===== config.mk =====
export PLATFORM = sky130hd
export DESIGN_NAME = cache_line_arbiter
export DESIGN_NICKNAME = d
export VERILOG_FILES = /design/src/rtl/rv32i_types.sv /design/src/rtl/cache_line_arbiter.sv
export SDC_FILE = /design/constraint.sdc
export NUM_CORES = 1
export LEC_CHECK = 0
export ABC_CLOCK_PERIOD_IN_PS = 2600
export BUFFER_PORTS_ARGS = -buffer_cell sky130_fd_sc_hd__buf_2
export CAP_MARGIN = 40
export CORE_AREA = 10 10 529 531
export DETAILED_ROUTE_END_ITERATION = 10
export DIE_AREA = 0 0 539 541
export HOLD_SLACK_MARGIN = 0.12
export PLACE_DENSITY_LB_ADDON = 0.15
export SLEW_MARGIN = 20
export SYNTH_ARGS = -nofsm -noshare
export SYNTH_HDL_FRONTEND = slang
export SYNTH_SLANG_ARGS = --single-unit

===== constraint.sdc =====
create_clock -name clk -period 2.6 [get_ports clk]
set_clock_uncertainty 0.2 [all_clocks]
set_input_delay 0.39 -clock clk [delete_from_list [all_inputs] [get_ports clk]]
set_output_delay 0.39 -clock clk [all_outputs]
set_load 0.01 [all_outputs]

===== src/rtl/rv32i_types.sv =====
// Shared types for the rv32i memory hierarchy.
// Holds the cacheline geometry defaults and the arbiter's FSM state and
// client encodings. The arbiter uses the grant helper below to pick a client.
package rv32i_types;

  // Cacheline geometry defaults: 256-bit lines, 32-byte aligned addresses.
  localparam int LINE_W_DEF   = 256;
  localparam int OFFSET_W_DEF = 5;

  // Arbiter FSM states.
  typedef enum logic [2:0] {
    ARB_IDLE    = 3'd0,
    ARB_SERVE_I = 3'd1,
    ARB_SERVE_D = 3'd2,
    ARB_DONE_I  = 3'd3,
    ARB_DONE_D  = 3'd4
  } arb_state_t;

  // Which client received the most recent grant.
  typedef enum logic {
    GRANT_I = 1'b0,
    GRANT_D = 1'b1
  } arb_client_t;

  // Returns 1 when the data client should win this grant. A lone requester
  // always wins. On a tie, the client that was not granted last wins, which
  // makes continuous contention alternate strictly.
  function automatic logic pick_data(input logic        i_req,
                                     input logic        d_req,
                                     input arb_client_t last);
    return d_req && (!i_req || (last == GRANT_I));
  endfunction

endpackage


===== src/rtl/cache_line_arbiter.sv =====
// cache_line_arbiter
// Serializes cacheline transactions from the instruction L1 (i_*) and the
// data L1 (d_*) onto one physical-memory port (pmem_*).
//
// Handshake: a client raises its request level (i_read, d_read or d_write)
// and holds it until the matching one-cycle x_resp pulse. Memory commands
// (pmem_read/pmem_write) are likewise held until the one-cycle pmem_resp.
// Address and write data are captured at grant, so later client changes
// are ignored until the next grant.
//
// Ports:
//   clk, rst_n            clock, asynchronous active-low reset
//   i_read, i_addr        instruction line-fill request
//   i_rdata, i_resp       instruction line and completion pulse
//   d_read, d_write       data line-fill / writeback request
//   d_addr, d_wdata       data address and writeback line
//   d_rdata, d_resp       data line and completion pulse
//   pmem_read/pmem_write  registered memory command
//   pmem_addr/pmem_wdata  registered, line-aligned address and write line
//   pmem_rdata/pmem_resp  memory return data and completion
//   dbg_state             current FSM state, for observation only
module cache_line_arbiter
  import rv32i_types::*;
#(
  parameter int LINE_W   = LINE_W_DEF,
  parameter int OFFSET_W = OFFSET_W_DEF
) (
  input  logic              clk,
  input  logic              rst_n,
  input  logic              i_read,
  input  logic [31:0]       i_addr,
  output logic [LINE_W-1:0] i_rdata,
  output logic              i_resp,
  input  logic              d_read,
  input  logic              d_write,
  input  logic [31:0]       d_addr,
  input  logic [LINE_W-1:0] d_wdata,
  output logic [LINE_W-1:0] d_rdata,
  output logic              d_resp,
  output logic              pmem_read,
  output logic              pmem_write,
  output logic [31:0]       pmem_addr,
  output logic [LINE_W-1:0] pmem_wdata,
  input  logic [LINE_W-1:0] pmem_rdata,
  input  logic              pmem_resp,
  output arb_state_t        dbg_state
);

  // Clears the byte-offset bits of a forwarded address.
  localparam logic [31:0] ADDR_MASK = ~((32'd1 << OFFSET_W) - 32'd1);

  arb_state_t  state;
  arb_client_t last_grant;

  logic i_req;
  logic d_req;
  logic grant_d;

  assign i_req   = i_read;
  assign d_req   = d_read | d_write;
  assign grant_d = pick_data(i_req, d_req, last_grant);

  // Completion pulses are a pure function of the DONE states, so they last
  // exactly one cycle and vanish the moment reset asserts.
  assign i_resp    = (state == ARB_DONE_I);
  assign d_resp    = (state == ARB_DONE_D);
  assign dbg_state = state;

  always_ff @(posedge clk or negedge rst_n) begin
    if (!rst_n) begin
      state      <= ARB_IDLE;
      last_grant <= GRANT_I;
      pmem_read  <= 1'b0;
      pmem_write <= 1'b0;
      pmem_addr  <= '0;
      pmem_wdata <= '0;
      i_rdata    <= '0;
      d_rdata    <= '0;
    end else begin
      case (state)
        ARB_IDLE: begin
          if (i_req || d_req) begin
            // Write data is captured on every grant; it only reaches memory
            // when the command is a write.
            pmem_wdata <= d_wdata;
            if (grant_d) begin
              state      <= ARB_SERVE_D;
              last_grant <= GRANT_D;
              pmem_addr  <= d_addr & ADDR_MASK;
              // d_read with d_write is illegal; the write takes priority.
              pmem_write <= d_write;
              pmem_read  <= ~d_write;
            end else begin
              state      <= ARB_SERVE_I;
              last_grant <= GRANT_I;
              pmem_addr  <= i_addr & ADDR_MASK;
              pmem_write <= 1'b0;
              pmem_read  <= 1'b1;
            end
          end
        end

        ARB_SERVE_I: begin
          if (pmem_resp) begin
            i_rdata   <= pmem_rdata;
            pmem_read <= 1'b0;
            state     <= ARB_DONE_I;
          end
        end

        ARB_SERVE_D: begin
          if (pmem_resp) begin
            // A writeback completion leaves d_rdata untouched.
            if (pmem_read) begin
              d_rdata <= pmem_rdata;
            end
            pmem_read  <= 1'b0;
            pmem_write <= 1'b0;
            state      <= ARB_DONE_D;
          end
        end

        // No grant from DONE: the finishing client's request is still high
        // this cycle and must not be served twice.
        ARB_DONE_I, ARB_DONE_D: begin
          state <= ARB_IDLE;
        end

        default: begin
          state      <= ARB_IDLE;
          pmem_read  <= 1'b0;
          pmem_write <= 1'b0;
        end
      endcase
    end
  end

endmodule


==> results.md, run 1 <==
* Status: finished clean
* Final TNS setup at 0 ps
* Die Ht at 541 um
* Post-synth cell types at 30
* FF+latch count, synth at 801
* Worst endpoint required time at 2980 ps
* Iteration count of the initial detailed-routing pass at 5
* H-tree levels at 3
* CP dominant cell by count: dlygate4sd3_1
* Hold_sp: d_wdata[144]
* R2R setup slack at 240 ps
* Crit path DAT at 2860 ps
* Hold Path Stages at 4
* DP HPWL at 146000 um
* Tot Pwr at 63.3 mW
* Total wire length at 179000 um
* # DRC at 0
* GP Congestion at 0.840
* Pwr per Cell Area at 1220 mW/mm2
* # nets final at 4971
* Global-route wire length before repair at 244000 um
* Peak supply drop at 0.509 mV
* Setup crit end kind: flop
* Final setup margin at 122 ps
* Most frequent cells in the layout: buf_2, dfrtp_1, nand2_1, dlygate4sd3_1, mux2_2
* DR vias at 26100
* Leak pwr at 25.3 nW
* RSZ-0062 raised after global routing: no
* I/O Pins at 1389
* Vias in the first global route at 28300
* Gr usage total at 0.117
* Layout cells sized above 1 at 0.438
* PortBufs at 1373
* Achievable Freq at 404 MHz
* CP max stage cell: dlygate4sd3_1
* Num CTS Buffers at 104
* Placed Instance Area at 0.0423 mm2
* WS Path Type: input port to flop
* Mean post-synth cell area at 13.1 um2
* Critical path's top delay family: buffers and inverters
* Final setup viols at 0
* Mapped Area at 0.0304 mm2
* Clk slew on worst S/H paths at 60 ps
* Seq/Total Area, Yosys at 0.658
* Final critical-path required period at 2480 ps
* Pre-CTS setup slack at 139 ps
* Chip width at 539 um
* Hold Path Class: input port to flop
* Max-Cap Viols at 0
* Slowest cell delay on critical path at 590 ps
* Worst flop-to-flop path startpoint: dbg_state[2]$_DFFE_PN0P_
* Crit-path cells: dlygate4sd3_1 -> buf_2 -> or3_1 -> nand3b_1 -> buf_12 -> buf_4 -> o211ai_1 -> dlygate4sd3_1
* Post-Synthesis Cells at 2324
* Setup crit start kind: input port
* Ys Warns at 0
* Period utilisation layout at 0.953
* Fin area at 0.0520 mm2
* Max-slew violation count at 0
* DRT iter0 DRCs at 1099
* Final hold violation count at 0
* Layout area overhead at 70.8%
* Hold EP: pmem_wdata[144]$_DFFE_PN0P_
* Number of buffers and inverters on the critical path at 5
* CTS Buffer Depth at 3
* Clk sinks at 801
* Core area at 0.270 mm2
* Die ar. at 0.292 mm2
* Worst Reg2Reg Path Length in Cells at 6
* Crit path max fanout at 22
* Wire per inst at 22.1 um
* Initial antenna violation count at 104
* Total grt overflow at 0
* Commonest non-fill, non-tap cell in the layout: buf_2
* Worst hold slack at 212 ps
* Pin slew with the least headroom to its limit at 579 ps
* Vias per std cell at 3.23
* Initial Util at 0.113
* Num rows at 191
* CTS tree: done
* Largest net degree at the start of global routing at 92
* Clk_lat worst skew at 690 ps
* Clk root buf: clkbuf_16
* Remaining antenna violation count after routing at 0
* Worst r2r dst: pmem_read$_DFFE_PN0P_
* Headroom to the max-slew limit at 0.614
[how the worst max path moves through the flow]
| stage | start | endpoint | slack, ps | cells after the start |
|---|---|---|---|---|
| final | d_read | pmem_read$_DFFE_PN0P_ | 120 | 8 |
| after global routing | dbg_state[0]$_DFFE_PN0P_ | d_resp | 10 | 5 |
| after CTS | dbg_state[1]$_DFFE_PN0P_ | d_resp | 20 | 5 |
| after detailed placement | pmem_resp | i_rdata[5]$_DFFE_PN0P_ | 140 | 6 |
| after global placement | pmem_resp | i_rdata[30]$_DFFE_PN0P_ | 160 | 6 |
| after floorplan | dbg_state[1]$_DFFE_PN0P_ | i_rdata[169]$_DFFE_PN0P_ | 600 | 5 |
[cells by family after synthesis]
logic type,synth area share
muxes,0.203
and+or+nand+nor,0.103
buffers and inverters,0.0290
AOI/OAI and AO/OA,0.00682
other,0.000123
DFF,0.658
[repair_timing]
item | CTS | global route
setup endpoints to repair | 0 | 2
endpoints found under the hold margin | 1424 | 0
hold buffers | 606 | 0
buffers inserted | 0 | 2
gates resized for setup | 0 | 2
[where the power goes]
part	switching [mW]	internal (mW)	total [mW]
combinational	15.6	10.7	26.3
clock	6.14	8.97	15.1
sequential	3.17	18.7	21.9
total	24.9	38.4	63.3
[cell usage after synthesis (all sizes together)]
cell    instances  area [um2]
a21oi           2        10.0
a22o            1        8.76
mux2          512        5920
dfrtp         801       20000
mux2i          27         270
nor2            3        11.3
o211ai          3        22.5
nor4b           2        38.8
nor2b           2        12.5
nor4            1        12.5
nor3            3        15.0
o21a            1        7.51
o21ai          30         150
conb            1        3.75
nand3b          1        7.51
and2            2        12.5
inv             1        3.75
or3             2        12.5
buf           124         861
nand2         799        3000
clkbuf          5        18.8
o41ai           1        8.76
[flip-flops by register name, summed over array words and instances (netlist names)]
register	flops
pmem_read	1
d_rdata	256
pmem_wdata	256
i_rdata	256
pmem_addr	27
pmem_write	1
last_grant	1
dbg_state	3
[worst reg2reg max path, stage by stage, from the launching register on]
cell and delay (ps):
dfrtp_1 450, buf_4 240, nand3b_1 230, buf_12 220
buf_4 240, o211ai_1 110, dlygate4sd3_1 550
[layout make-up]
cell class                 count  area, um2
sequential                   801      20000
clock buffer                 163       3140
multi-input combinational   1397       9580
fill                       29900     218000
timing repair buffer        2084      14300
clock inverter                28        420
tap                         3570       4470
antenna                       39       97.6
inverter                       1       3.75
[per-layer routing]
metal,track usage,share of wire,up-vias,wire (um)
met5,0,0.0014,-,242
met4,0.0279,0.025,36,4450
met3,0.0590,0.11,268,19500
met2,0.191,0.46,1198,81700
met1,0.138,0.41,12700,73100
li1,-,-,11800,-
[metrics by stage]
step | std cells | utilization
detailed placement | 7244 | 0.157
finish | 8083 | 0.193
CTS | 8041 | 0.192
floorplan | 2328 | -
global route | 8058 | 0.193
global placement | 7244 | 0.157
(Power assumes the default switching activity.)
==> run 2: changes to the inputs <==
--- a/config.mk
+++ b/config.mk
@@ -6,9 +6,10 @@
 export NUM_CORES = 1
 export LEC_CHECK = 0
 export ABC_CLOCK_PERIOD_IN_PS = 2600
-export BUFFER_PORTS_ARGS = -buffer_cell sky130_fd_sc_hd__buf_2
+export BUFFER_PORTS_ARGS = -buffer_cell sky130_fd_sc_hd__buf_4
 export CAP_MARGIN = 40
 export CORE_AREA = 10 10 529 531
+export CTS_CLUSTER_DIAMETER = 200
 export DETAILED_ROUTE_END_ITERATION = 10
 export DIE_AREA = 0 0 539 541
 export HOLD_SLACK_MARGIN = 0.12
==> results.md, run 2 (synthesis gave the netlist of run 1 again) <==
* Status: finished clean
* Total grt overflow at 0
* Final TNS setup at 0 ps
* Placed Instance Area at 0.0457 mm2
* Leak pwr at 26.4 nW
* R2R setup slack at 280 ps
* CTS tree: done
* Die ar. at 0.292 mm2
* Crit path max fanout at 13
* Core area at 0.270 mm2
* RSZ-0062 raised after global routing: no
* # nets final at 4987
* Die Ht at 541 um
* Crit path DAT at 2790 ps
* DR vias at 25900
* Worst endpoint required time at 2960 ps
* Remaining antenna violation count after routing at 0
* Most frequent cells in the layout: buf_4, dfrtp_1, nand2_1, dlygate4sd3_1, mux2_2
* Fin area at 0.0555 mm2
* CTS Buffer Depth at 3
* Global-route wire length before repair at 247000 um
* Initial Util at 0.113
* Commonest non-fill, non-tap cell in the layout: buf_4
* Achievable Freq at 413 MHz
* Chip width at 539 um
* Gr usage total at 0.119
* Final critical-path required period at 2420 ps
* Worst r2r dst: d_rdata[98]$_DFFE_PN0P_
* Grt met1 use at 0.139
* Largest net degree at the start of global routing at 79
* Vias in the first global route at 28300
* Final hold violation count at 0
* Max-slew violation count at 0
* Worst Reg2Reg Path Length in Cells at 6
* Setup crit end kind: flop
* Registers with the most flip-flops: d_rdata x256, i_rdata x256, pmem_wdata x256
* Hold EP: pmem_wdata[134]$_DFFE_PN0P_
* Clk_lat worst skew at 720 ps
* Grt met3 use at 0.0618
* Hold_sp: d_wdata[134]
* Layout area overhead at 82.4%
* Final setup viols at 0
* Pre-CTS setup slack at -78.3 ps
* Layout cells sized above 1 at 0.436
* Total wire length at 180000 um
* DP HPWL at 146000 um
* Num CTS Buffers at 106
* Pin slew with the least headroom to its limit at 692 ps
* GP Congestion at 0.818
* PortBufs at 1373
* I/O Pins at 1389
* Max-Cap Viols at 0
* Headroom to the max-slew limit at 0.538
* Iteration count of the initial detailed-routing pass at 5
* Pwr per Cell Area at 1200 mW/mm2
* Hold Path Stages at 4
* WS Path Type: input port to flop
* Hold Path Class: input port to flop
* Wire per inst at 22.3 um
* Setup crit start kind: input port
* H-tree levels at 3
* Clk sinks at 801
* Clk slew on worst S/H paths at 60 ps
* Num rows at 191
* Worst flop-to-flop path startpoint: dbg_state[1]$_DFFE_PN0P_
* Finished Core Util at 0.206
* # DRC at 0
* M2 GR Usage at 0.193
* Initial antenna violation count at 89
* Worst hold slack at 215 ps
* Vias per std cell at 3.20
* Peak supply drop at 0.740 mV
* Period utilisation layout at 0.931
* DRT iter0 DRCs at 1000
* Final setup margin at 179 ps
* Most Crowded Layer GR: met2
* Clk root buf: clkbuf_16
==> run 2: cell count changes in the layout (fill, tap and decap cells not counted), moves of 5 or more <==
cell / previous run / this run
buf_4: 62 / 1437
buf_2: 1372 / 0
dlygate4sd3_1: 606 / 616
clkbuf_1: 29 / 36
bufinv_16: 7 / 2
==> run 2: repair_timing <==
item / 4_1_cts / 5_1_grt
resized for setup: 0 / 1
cloned: 0 / 0
endpoints found under the hold margin: 1590 / 0
buffers inserted: 2 / 0
pin swaps: 1 / 0
endpoints found under the setup margin: 6 / 1
hold buffers: 617 / 0
==> run 2: where the power goes <==
| group | internal [mW] | total, mW | switching (mW) |
|---|---|---|---|
| Combinational | 14.3 | 29.6 | 15.3 |
| Clock | 8.60 | 14.8 | 6.20 |
| Sequential | 18.8 | 22.4 | 3.65 |
==> run 2: worst max-delay path, cell delays in order <==
cell	delay, ps
dlygate4sd3_1	590
buf_4	170
o21ai_4	450
buf_4	270
mux2i_1	230
dlygate4sd3_1	590
o21ai_0	80
==> run 2: metal layers <==
metal,share of wire,up-vias
li1,-,11900
met1,0.41,12600
met2,0.46,1086
met3,0.11,251
met4,0.022,50
met5,0.0017,-
==> run 2: final cells by class <==
class | instances | area (um2)
Antenna cell | 36 | 90.1
Timing Repair Buffer | 2098 | 17800
Fill cell | 29500 | 214000
Clock inverter | 22 | 288
Multi-Input combinational cell | 1397 | 9580
Tap cell | 3570 | 4470
Sequential cell | 801 | 20000
Inverter | 1 | 3.75
Clock buffer | 172 | 3200
==> run 2: worst max-delay path by stage <==
stage | start | endpoint | slack [ps] | depth (start not counted)
final | d_read | pmem_addr[11]$_DFFE_PN0P_ | 180 | 7
after global routing | dbg_state[0]$_DFFE_PN0P_ | d_resp | 10 | 5
after CTS | dbg_state[1]$_DFFE_PN0P_ | d_resp | 60 | 5
after detailed placement | pmem_resp | i_rdata[94]$_DFFE_PN0P_ | -80 | 7
after global placement | pmem_resp | i_rdata[230]$_DFFE_PN0P_ | -70 | 7
after floorplan | dbg_state[1]$_DFFE_PN0P_ | i_rdata[169]$_DFFE_PN0P_ | 600 | 5
==> run 2: per-stage QoR <==
stage / cells / power, mW
final: 8097 / 66.8
after global routing: 8072 / 71.4
after CTS: 8061 / 68.7
after detailed placement: 7248 / 52.2
after global placement: 7248 / 52.1
after floorplan: 2328 / 33.4
